===== src/rtl/regfile_rename_pkg.sv =====
// Shared widths, index/tag/data types and boolean constants for the rename register file.
// Latency: n/a (declarations only).
// Backpressure: n/a (declarations only).
package regfile_rename_pkg;

  localparam int REG_NUM   = 32;
  localparam int REG_IDX_W = $clog2(REG_NUM);
  localparam int DATA_W    = 32;
  localparam int ROB_ID_W  = 4;

  localparam logic TRUE  = 1'b1;
  localparam logic FALSE = 1'b0;

  typedef logic [REG_IDX_W-1:0] RegIndexBus;
  typedef logic [ROB_ID_W-1:0]  ROBIDBus;
  typedef logic [DATA_W-1:0]    DataBus;

  // Resolved operand as handed to the reservation station.
  typedef struct packed {
    logic    vld;
    DataBus  dat;
    ROBIDBus rob_id;
  } operand_t;

endpackage


===== src/rtl/regfile_read_port.sv =====
// Resolves one source operand to a value or a producer ROB tag (optional CDB bypass: REGFILE_CDB_BYPASS_EN).
// Latency: 0 cycles, purely combinational from the register state and same-cycle commit.
// Backpressure: none; the result is valid every cycle.
module regfile_read_port
  import regfile_rename_pkg::*;
#(
  parameter int IDX_W = REG_IDX_W,
  parameter int D_W   = DATA_W,
  parameter int TAG_W = ROB_ID_W
) (
  input  logic [IDX_W-1:0] i_rs,
  input  logic             i_busy,
  input  logic [TAG_W-1:0] i_tag,
  input  logic [D_W-1:0]   i_reg,
  input  logic             i_commit_vld,
  input  logic [IDX_W-1:0] i_commit_rd,
  input  logic [TAG_W-1:0] i_commit_rob_id,
  input  logic [D_W-1:0]   i_commit_dat,
`ifdef REGFILE_CDB_BYPASS_EN
  input  logic             i_cdb_vld,
  input  logic [TAG_W-1:0] i_cdb_rob_id,
  input  logic [D_W-1:0]   i_cdb_dat,
`endif
  output logic             o_vld,
  output logic [D_W-1:0]   o_dat,
  output logic [TAG_W-1:0] o_rob_id
);

  logic w_is_zero;
  logic w_commit_hit;
  assign w_is_zero    = (i_rs == '0);
  assign w_commit_hit = i_commit_vld && (i_commit_rd == i_rs) && (i_commit_rob_id == i_tag);

`ifdef REGFILE_CDB_BYPASS_EN
  logic w_cdb_hit;
  assign w_cdb_hit = i_cdb_vld && (i_cdb_rob_id == i_tag);
`endif

  // Priority: x0, clean register, retiring producer, (CDB broadcast), else wait on tag.
  always_comb begin
    o_vld    = FALSE;
    o_dat    = '0;
    o_rob_id = '0;
    if (w_is_zero) begin
      o_vld = TRUE;
    end else if (!i_busy) begin
      o_vld = TRUE;
      o_dat = i_reg;
    end else if (w_commit_hit) begin
      o_vld = TRUE;
      o_dat = i_commit_dat;
`ifdef REGFILE_CDB_BYPASS_EN
    end else if (w_cdb_hit) begin
      o_vld = TRUE;
      o_dat = i_cdb_dat;
`endif
    end else begin
      o_rob_id = i_tag;
    end
  end

endmodule


===== src/rtl/regfile_rename.sv =====
// Architectural register file with per-register busy bit and owning ROB tag (optional CDB bypass: REGFILE_CDB_BYPASS_EN).
// Latency: operand reads 0 cycles (combinational); issue/commit/flush take effect at the next clk edge.
// Backpressure: rdy low freezes all state; reads stay live.
module regfile_rename
  import regfile_rename_pkg::*;
#(
  parameter int REG_NUM   = regfile_rename_pkg::REG_NUM,
  parameter int REG_IDX_W = regfile_rename_pkg::REG_IDX_W,
  parameter int DATA_W    = regfile_rename_pkg::DATA_W,
  parameter int ROB_ID_W  = regfile_rename_pkg::ROB_ID_W
) (
  input  logic                 clk,
  input  logic                 rst,
  input  logic                 rdy,
  input  logic                 ID_issue_valid,
  input  logic [REG_IDX_W-1:0] ID_rd,
  input  logic [ROB_ID_W-1:0]  ID_rob_id,
  input  logic [REG_IDX_W-1:0] ID_rs1,
  input  logic [REG_IDX_W-1:0] ID_rs2,
  input  logic                 ROB_commit_valid,
  input  logic [REG_IDX_W-1:0] ROB_commit_rd,
  input  logic [ROB_ID_W-1:0]  ROB_commit_rob_id,
  input  logic [DATA_W-1:0]    ROB_commit_data,
  input  logic                 ROB_flush,
`ifdef REGFILE_CDB_BYPASS_EN
  input  logic                 CDB_valid,
  input  logic [ROB_ID_W-1:0]  CDB_ROB_id,
  input  logic [DATA_W-1:0]    CDB_data,
`endif
  output logic                 RS_rs1_valid,
  output logic [DATA_W-1:0]    RS_reg_rs1,
  output logic [ROB_ID_W-1:0]  RS_rs1_ROB_id,
  output logic                 RS_rs2_valid,
  output logic [DATA_W-1:0]    RS_reg_rs2,
  output logic [ROB_ID_W-1:0]  RS_rs2_ROB_id
);

  logic [DATA_W-1:0]   r_reg  [REG_NUM];
  logic                r_busy [REG_NUM];
  logic [ROB_ID_W-1:0] r_tag  [REG_NUM];

  logic w_commit_en;
  logic w_issue_en;
  assign w_commit_en = ROB_commit_valid && (ROB_commit_rd != '0);
  assign w_issue_en  = ID_issue_valid && (ID_rd != '0) && !ROB_flush;

  // State update: commit first, then flush or issue override busy/tag on the same register.
  always_ff @(posedge clk or posedge rst) begin
    if (rst) begin
      for (int i = 0; i < REG_NUM; i++) begin
        r_reg[i]  <= '0;
        r_busy[i] <= FALSE;
        r_tag[i]  <= '0;
      end
    end else if (rdy) begin
      if (w_commit_en) begin
        r_reg[ROB_commit_rd] <= ROB_commit_data;
        // An older producer retiring must not release a younger rename.
        if (r_tag[ROB_commit_rd] == ROB_commit_rob_id) begin
          r_busy[ROB_commit_rd] <= FALSE;
        end
      end
      if (ROB_flush) begin
        for (int i = 0; i < REG_NUM; i++) begin
          r_busy[i] <= FALSE;
          r_tag[i]  <= '0;
        end
      end else if (w_issue_en) begin
        r_busy[ID_rd] <= TRUE;
        r_tag[ID_rd]  <= ID_rob_id;
      end
    end
  end

  regfile_read_port #(
    .IDX_W (REG_IDX_W),
    .D_W   (DATA_W),
    .TAG_W (ROB_ID_W)
  ) u_rd_rs1 (
    .i_rs            (ID_rs1),
    .i_busy          (r_busy[ID_rs1]),
    .i_tag           (r_tag[ID_rs1]),
    .i_reg           (r_reg[ID_rs1]),
    .i_commit_vld    (ROB_commit_valid),
    .i_commit_rd     (ROB_commit_rd),
    .i_commit_rob_id (ROB_commit_rob_id),
    .i_commit_dat    (ROB_commit_data),
`ifdef REGFILE_CDB_BYPASS_EN
    .i_cdb_vld       (CDB_valid),
    .i_cdb_rob_id    (CDB_ROB_id),
    .i_cdb_dat       (CDB_data),
`endif
    .o_vld           (RS_rs1_valid),
    .o_dat           (RS_reg_rs1),
    .o_rob_id        (RS_rs1_ROB_id)
  );

  regfile_read_port #(
    .IDX_W (REG_IDX_W),
    .D_W   (DATA_W),
    .TAG_W (ROB_ID_W)
  ) u_rd_rs2 (
    .i_rs            (ID_rs2),
    .i_busy          (r_busy[ID_rs2]),
    .i_tag           (r_tag[ID_rs2]),
    .i_reg           (r_reg[ID_rs2]),
    .i_commit_vld    (ROB_commit_valid),
    .i_commit_rd     (ROB_commit_rd),
    .i_commit_rob_id (ROB_commit_rob_id),
    .i_commit_dat    (ROB_commit_data),
`ifdef REGFILE_CDB_BYPASS_EN
    .i_cdb_vld       (CDB_valid),
    .i_cdb_rob_id    (CDB_ROB_id),
    .i_cdb_dat       (CDB_data),
`endif
    .o_vld           (RS_rs2_valid),
    .o_dat           (RS_reg_rs2),
    .o_rob_id        (RS_rs2_ROB_id)
  );

endmodule

===== config.mk =====
export PLATFORM = sky130hd
export DESIGN_NAME = regfile_rename
export DESIGN_NICKNAME = d
export VERILOG_FILES = /design/src/rtl/regfile_rename_pkg.sv /design/src/rtl/regfile_read_port.sv /design/src/rtl/regfile_rename.sv
export SDC_FILE = /design/constraint.sdc
export NUM_CORES = 2
export LEC_CHECK = 0
export BUFFER_PORTS_ARGS = -buffer_cell sky130_fd_sc_hd__clkbuf_2
export CAP_MARGIN = 20
export CORE_MARGIN = 8
export CORE_UTILIZATION = 64
export DETAILED_ROUTE_END_ITERATION = 8
export HOLD_SLACK_MARGIN = 0.03
export PLACE_DENSITY = 0.81
export SLEW_MARGIN = 15
export SYNTH_ARGS = -nofsm -noshare
export SYNTH_HDL_FRONTEND = slang
export SYNTH_SLANG_ARGS = --single-unit

===== constraint.sdc =====
create_clock -name clk -period 43.8 [get_ports clk]
set_input_delay 4.38 -clock clk [delete_from_list [all_inputs] [get_ports clk]]
set_output_delay 4.38 -clock clk [all_outputs]
set_load 0.1 [all_outputs]

==> Word level (Yosys, flattened, before mapping) <==
Cells that the tools add are included.
Widths: inputs -> output; s select.
{ "classes": {"magnitude_cmp": 6, "n_eq_ne": 5, "muxes": 56, "n_bitwise": 7, "n_reduce_logical": 17} }
{ "op_table": {"columns": ["cell", "n"], "rows": [
  ["$bwmux 1024", 1],
  ["$mux 32", 16],
  ["$bmux 32 s5", 2],
  ["$mux 128", 2],
  ["$demux 32 s5", 1],
  ["$bwmux 128", 1],
  ["$bmux 4 s5", 3],
  ["$mux 4", 13],
  ["$and 32x32->32", 1],
  ["$not 32->32", 1],
  ["$or 32x32->32", 1],
  ["$ge 6x6->1 const B", 4],
  ["$not 5->6", 4],
  ["$demux 4 s5", 1],
  ["$eq 4x4->1", 3],
  ["$lt 6x1->1 const B", 2],
  ["$mux 1", 12],
  ["$bmux 1 s5", 2],
  ["$demux 1 s5", 2],
  ["$eq 5x5->1", 2],
  ["$logic_not 5->1", 2],
  ["$reduce_bool 5->1", 2],
  ["$logic_and 1x1->1", 9],
  ["$reduce_and 2->1", 2],
  ["other kinds (2)", 2]
]} }
{ "word_totals": {"regBits": 1184, "output_inout_bits": 74, "word_cells": 187} }

==> Longest topological paths before layout <==
{ "depth": {"depth_word": 13, "ltp_mapped": 13} }

==> Hierarchy <==
From an unflattened synthesis, not the netlist that was laid out.
{ "hier_totals": {"hier_cells": 4266, "hier_area_um2": 64972.3} }
{ "by_module_without_submodules": {"columns": ["module", "n_inst", "cells_per_inst", "area_each_um2"], "rows": [
  ["regfile_rename", 1, 4142, 63931.3],
  ["regfile_read_port", 2, 62, 520.5]
]} }

==> Worst setup path before layout <==
OpenSTA, ideal clock, no wires.
{ "synth_path": {"kind": "input port to output port", "from": "input port ID_rs1[2]", "to": "output port RS_rs1_ROB_id[2]", "arrival_ps": 8441, "required_ps": 39420, "setup_slack_ps": 30979, "stages": 10, "path_cell_list": "clkbuf_1 > buf_4 > buf_6 > mux4_2 > a22o_1 > a221oi_1 > and4_1 > nor3_1 > nor3b_2 > nor3b_1"} }
{ "synth_between": {"elab_chain_len": 9, "word_cells_on_any_way": 15} }
{ "synth_rtl": {"columns": ["item", "line_no", "source"], "rows": [
  ["start: declaration", "regfile_rename.sv:18", "input logic [REG_IDX_W-1:0] ID_rs1,"],
  ["$not 5->6 (implied by the code)", "regfile_rename.sv:81, regfile_rename.sv:82", null],
  ["$bmux 4 s5", "regfile_rename.sv:82", ".i_tag (r_tag[ID_rs1]),"],
  ["$mux 4 (implied by the code) (2 in a row)", "regfile_rename.sv:82", null],
  ["$eq 4x4->1", "regfile_read_port.sv:32", "assign w_commit_hit = i_commit_vld && (i_commit_rd == i_rs) && (i_commit_rob_id == i_tag);"],
  ["$logic_and 1x1->1", "regfile_read_port.sv:32", null],
  ["$mux 4", "regfile_read_port.sv:49", "end else if (w_commit_hit) begin"],
  ["$mux 4", "regfile_read_port.sv:46", "end else if (!i_busy) begin"],
  ["$mux 4 *", "regfile_read_port.sv:44", "if (w_is_zero) begin"],
  ["end: declaration", "regfile_rename.sv:32", "output logic [ROB_ID_W-1:0] RS_rs1_ROB_id,"]
]} }
Every way passes the cells marked *; elsewhere a longest branch is shown, timed or not. The select of a mux whose other input is x is not followed.

==> Worst setup path in the final report <==
{ "layout_path": {"from": "input port ID_rs1[2]", "to": "output port RS_reg_rs1[28]"} }
{ "layout_between": {"elab_chain_len": 9, "word_cells_on_any_way": 18} }
{ "layout_rtl": {"columns": ["item", "line_no", "source"], "rows": [
  ["$not 5->6 (implied by the code)", "regfile_rename.sv:81, regfile_rename.sv:82, regfile_rename.sv:83", null],
  ["$bmux 4 s5", "regfile_rename.sv:82", null],
  ["$mux 4 (implied by the code) (2 in a row)", "regfile_rename.sv:82", null],
  ["$eq 4x4->1", "regfile_read_port.sv:32", null],
  ["$logic_and 1x1->1", "regfile_read_port.sv:32", null],
  ["$mux 32", "regfile_read_port.sv:49", null],
  ["$mux 32", "regfile_read_port.sv:46", null],
  ["$mux 32 *", "regfile_read_port.sv:44", null],
  ["end: declaration", "regfile_rename.sv:31", "output logic [DATA_W-1:0] RS_reg_rs1,"]
]} }
Marks and branches as above.

==> results by group <==
Run status
  • Run status: complete, no violations

Layout
  • Area of the multi-input gates: 33860 µm²
  • Max reg flops: 1024
  • Number of fill cells: 6523
  • Fraction of final layout cells sized beyond drive strength 1: 50.22%
  • Nets: 4309
  • P&R area growth vs syn: 8.792%
  • Register area: 29630 µm²
  • Commonest non-fill, non-tap cells in the layout: 1184 x dfrtp_1, 994 x mux2_2, 702 x mux4_2
  • Most common cell after layout, fill and taps aside: dfrtp_1

Critical path
  • Slowest-stage cell, CP: buf_4
  • Slowest stage delay, CP: 0.95 ns
  • Critical path class: primary input to primary output
  • Critical path fanouts, max: 78
  • Critical Path, Cell by Cell: clkbuf_8, buf_4, mux4_2, mux4_2, mux2i_1, or2_2, and4b_2, buf_4, o2bb2ai_1, clkbuf_2
  • Required @ worst endpoint: 39.42 ns
  • R2r startpoint: r_tag[97]
  • Worst r2r dst: r_busy[22]
  • R2R depth: 8
  • Critical path arrival: 9.59 ns
  • Critical Path Sink Type: primary output
  • Crit. Startpoint: ID_rs1[2]
  • Critical Path End: RS_reg_rs1[28]
  • CP Launch Type: primary input
  • R2r setup slk: 40.87 ns

STA
  • Slew @ Worst Pin: 1.245 ns
  • Final setup violation count: 0
  • Final critical-path share of the clock period: 31.89%
  • Setup ws final: 29.83 ns
  • FMAX: 71.59 MHz
  • Clk_skew: 0.02071 ns
  • Fin. Hold Viols: 0
  • Slew Limit Fails: 0
  • RSZ-0062 raised after global routing: no
  • Setup TNS: 0 ns
  • Slew HR: 14.61%
  • Minimum clock period: 13.97 ns

Die
  • Die W: 335.3 µm
  • Die Span Y: 335.3 µm
  • Core ar.: 101400 µm²
  • I/O Pins: 140
  • Die area: 112400 µm²
  • Core Rows: 117
  • Initial Util: 64.30%

Clock tree
  • Clock Latency Late Sink: 0.76 ns
  • Clk pin slew, worst setup/hold paths: 0.06 ns
  • Post-CTS Setup Bufs: 0
  • Clock sink count: 1184
  • # resized after CTS: 0
  • TritonCTS Buffers: 130
  • H-tree levels: 4
  • CTS Hold Bufs: 0
  • CTS tree: done
  • Root Driver: clkbuf_16
  • Clk buf depth: 3

Power
  • Pint: 2.152 mW
  • Peak supply drop: 40.03 µV
  • Sw Ratio: 28.96%
  • Flop pwr share: 43.7%
  • Combinational power share: 19.6%
  • Pwr Density: 42.69 nW/µm²
  • Clock power share: 36.7%
  • LEAKAGE: 31.08 nW
  • Net Sw Power: 877.5 µW

GRT
  • Total global routing overflow: 0
  • First-pass GRT wire length: 291900 µm
  • Pin count of the biggest net entering global routing: 151
  • Vias in the first global route: 44630
  • Initial antenna violation count: 6
  • Gr usage total: 34.84%

Synth
  • Syn Inst Count: 4363
  • Count of flip-flops with a built-in enable after synthesis: 0
  • Async set-reset flop share out of synthesis: 100.0%
  • Main synth FF type: dfrtp_1
  • Post-synthesis sequential area ratio: 45.42%
  • Ys Warns: 0
  • Mean Syn Cell Area: 14.95 µm²
  • Synthesis-stage register bit count: 1184
  • Net count after synthesis: 4429
  • Synth unique cells: 57
  • Cell Area, Synth: 65230 µm²

Run
  • Max-cap viol count: 0

Route
  • WL final: 194100 µm
  • Final antenna-violating net count: 0
  • Total vias in the final route: 43130
  • Starting DRT DRC Count: 5551
  • Pre-Repair DR Iteration Count: 6
  • Wire per inst: 34.00 µm
  • Residual DRC count: 0
  • Vias per cell: 7.555

Place
  • PortBufs: 139
  • Gpl congestion: 0.9828
  • Dpl hpwl: 110800 µm
  • Pre-CTS WS: 29.70 ns

Min path
  • HP Class: register to register
-- worst max-delay path: cells and delay by family --
family                 cells  cell delay, ns
AOI/OAI and AO/OA          1            0.31
buffers and inverters      4            2.71
muxes                      3            0.73
and+or+nand+nor            2            1.37
-- cells in the mapped netlist (all sizes together) (22+ instances only) --
master,n,area share (%)
nor4,34,0.35
a22oi,22,0.25
o2bb2ai,34,0.46
buf,141,1.2
nand2,210,1.2
mux4,702,24
nand3,28,0.21
o21ai,114,0.87
o22ai,35,0.34
mux2i,180,2.8
a22o,48,0.64
dfrtp,1184,45
mux2,994,17
a31o,34,0.46
nor2,91,0.52
clkbuf,329,1.9
-- layout make-up --
type                            count  area share, %
Antenna cell                        2       0.007052
Clock inverter                     44         0.7405
Tap cell                         1368          2.412
Inverter                            6        0.04231
Multi-Input combinational cell   2703          47.71
Sequential cell                  1184          41.75
Timing Repair Buffer              218          2.036
Clock buffer                      184          5.300
-- power groups by stage --
stage | Sequential (mW) | Clock (mW) | Combinational (mW)
global route | 1.34 | 1.16 | 0.625
floorplan | 1.30 | 0 | 0.479
CTS | 1.32 | 1.12 | 0.593
global placement | 1.32 | 0 | 0.576
finish | 1.32 | 1.11 | 0.594
detailed placement | 1.34 | 0 | 0.590
-- how the worst min path moves through the flow --
| stage | slack, ns | cells after the start | start | to |
|---|---|---|---|---|
| after CTS | 0.38 | 0 | r_reg[1023] | r_reg[1023] |
| after floorplan | 0.42 | 1 | r_reg[1023] | r_reg[1023] |
| after global routing | 0.40 | 0 | r_reg[1023] | r_reg[1023] |
| final | 0.38 | 0 | r_reg[1023] | r_reg[1023] |
| after detailed placement | 0.36 | 0 | r_reg[1023] | r_reg[1023] |
| after global placement | 0.36 | 0 | r_reg[1023] | r_reg[1023] |
-- cell families after synthesis --
group / after synthesis / synth area share [%]
xor+xnor: 16 / 0.2148
flops: 1184 / 45.42
simple gates: 477 / 3.550
buf+inv: 476 / 3.088
mux: 1876 / 44.16
compound gates: 334 / 3.570
-- per-layer routing --
layer  up-vias  wire [µm]  GRT usage, %
met3       675      20550         9.383
met1     22940      71380         46.40
li1      16780          -             -
met4        10      10970         17.41
met2      2726      91050         53.40
met5         -        155             0
-- stage by stage --
step	total power, mW	hold slack, ns	area (µm²)	util (%)	std cells
6_report	3.030	0.3842	70970	69.95	5709
5_1_grt	3.125	0.3958	70960	69.95	5707
4_1_cts	3.032	0.3786	70880	69.87	5704
3_5_place_dp	1.925	0.3645	66590	65.64	5476
3_3_place_gp	1.900	0.3636	66590	65.64	5476
2_1_floorplan	1.783	0.4246	65230	-	4363
Power figures use the tool's default switching activity.
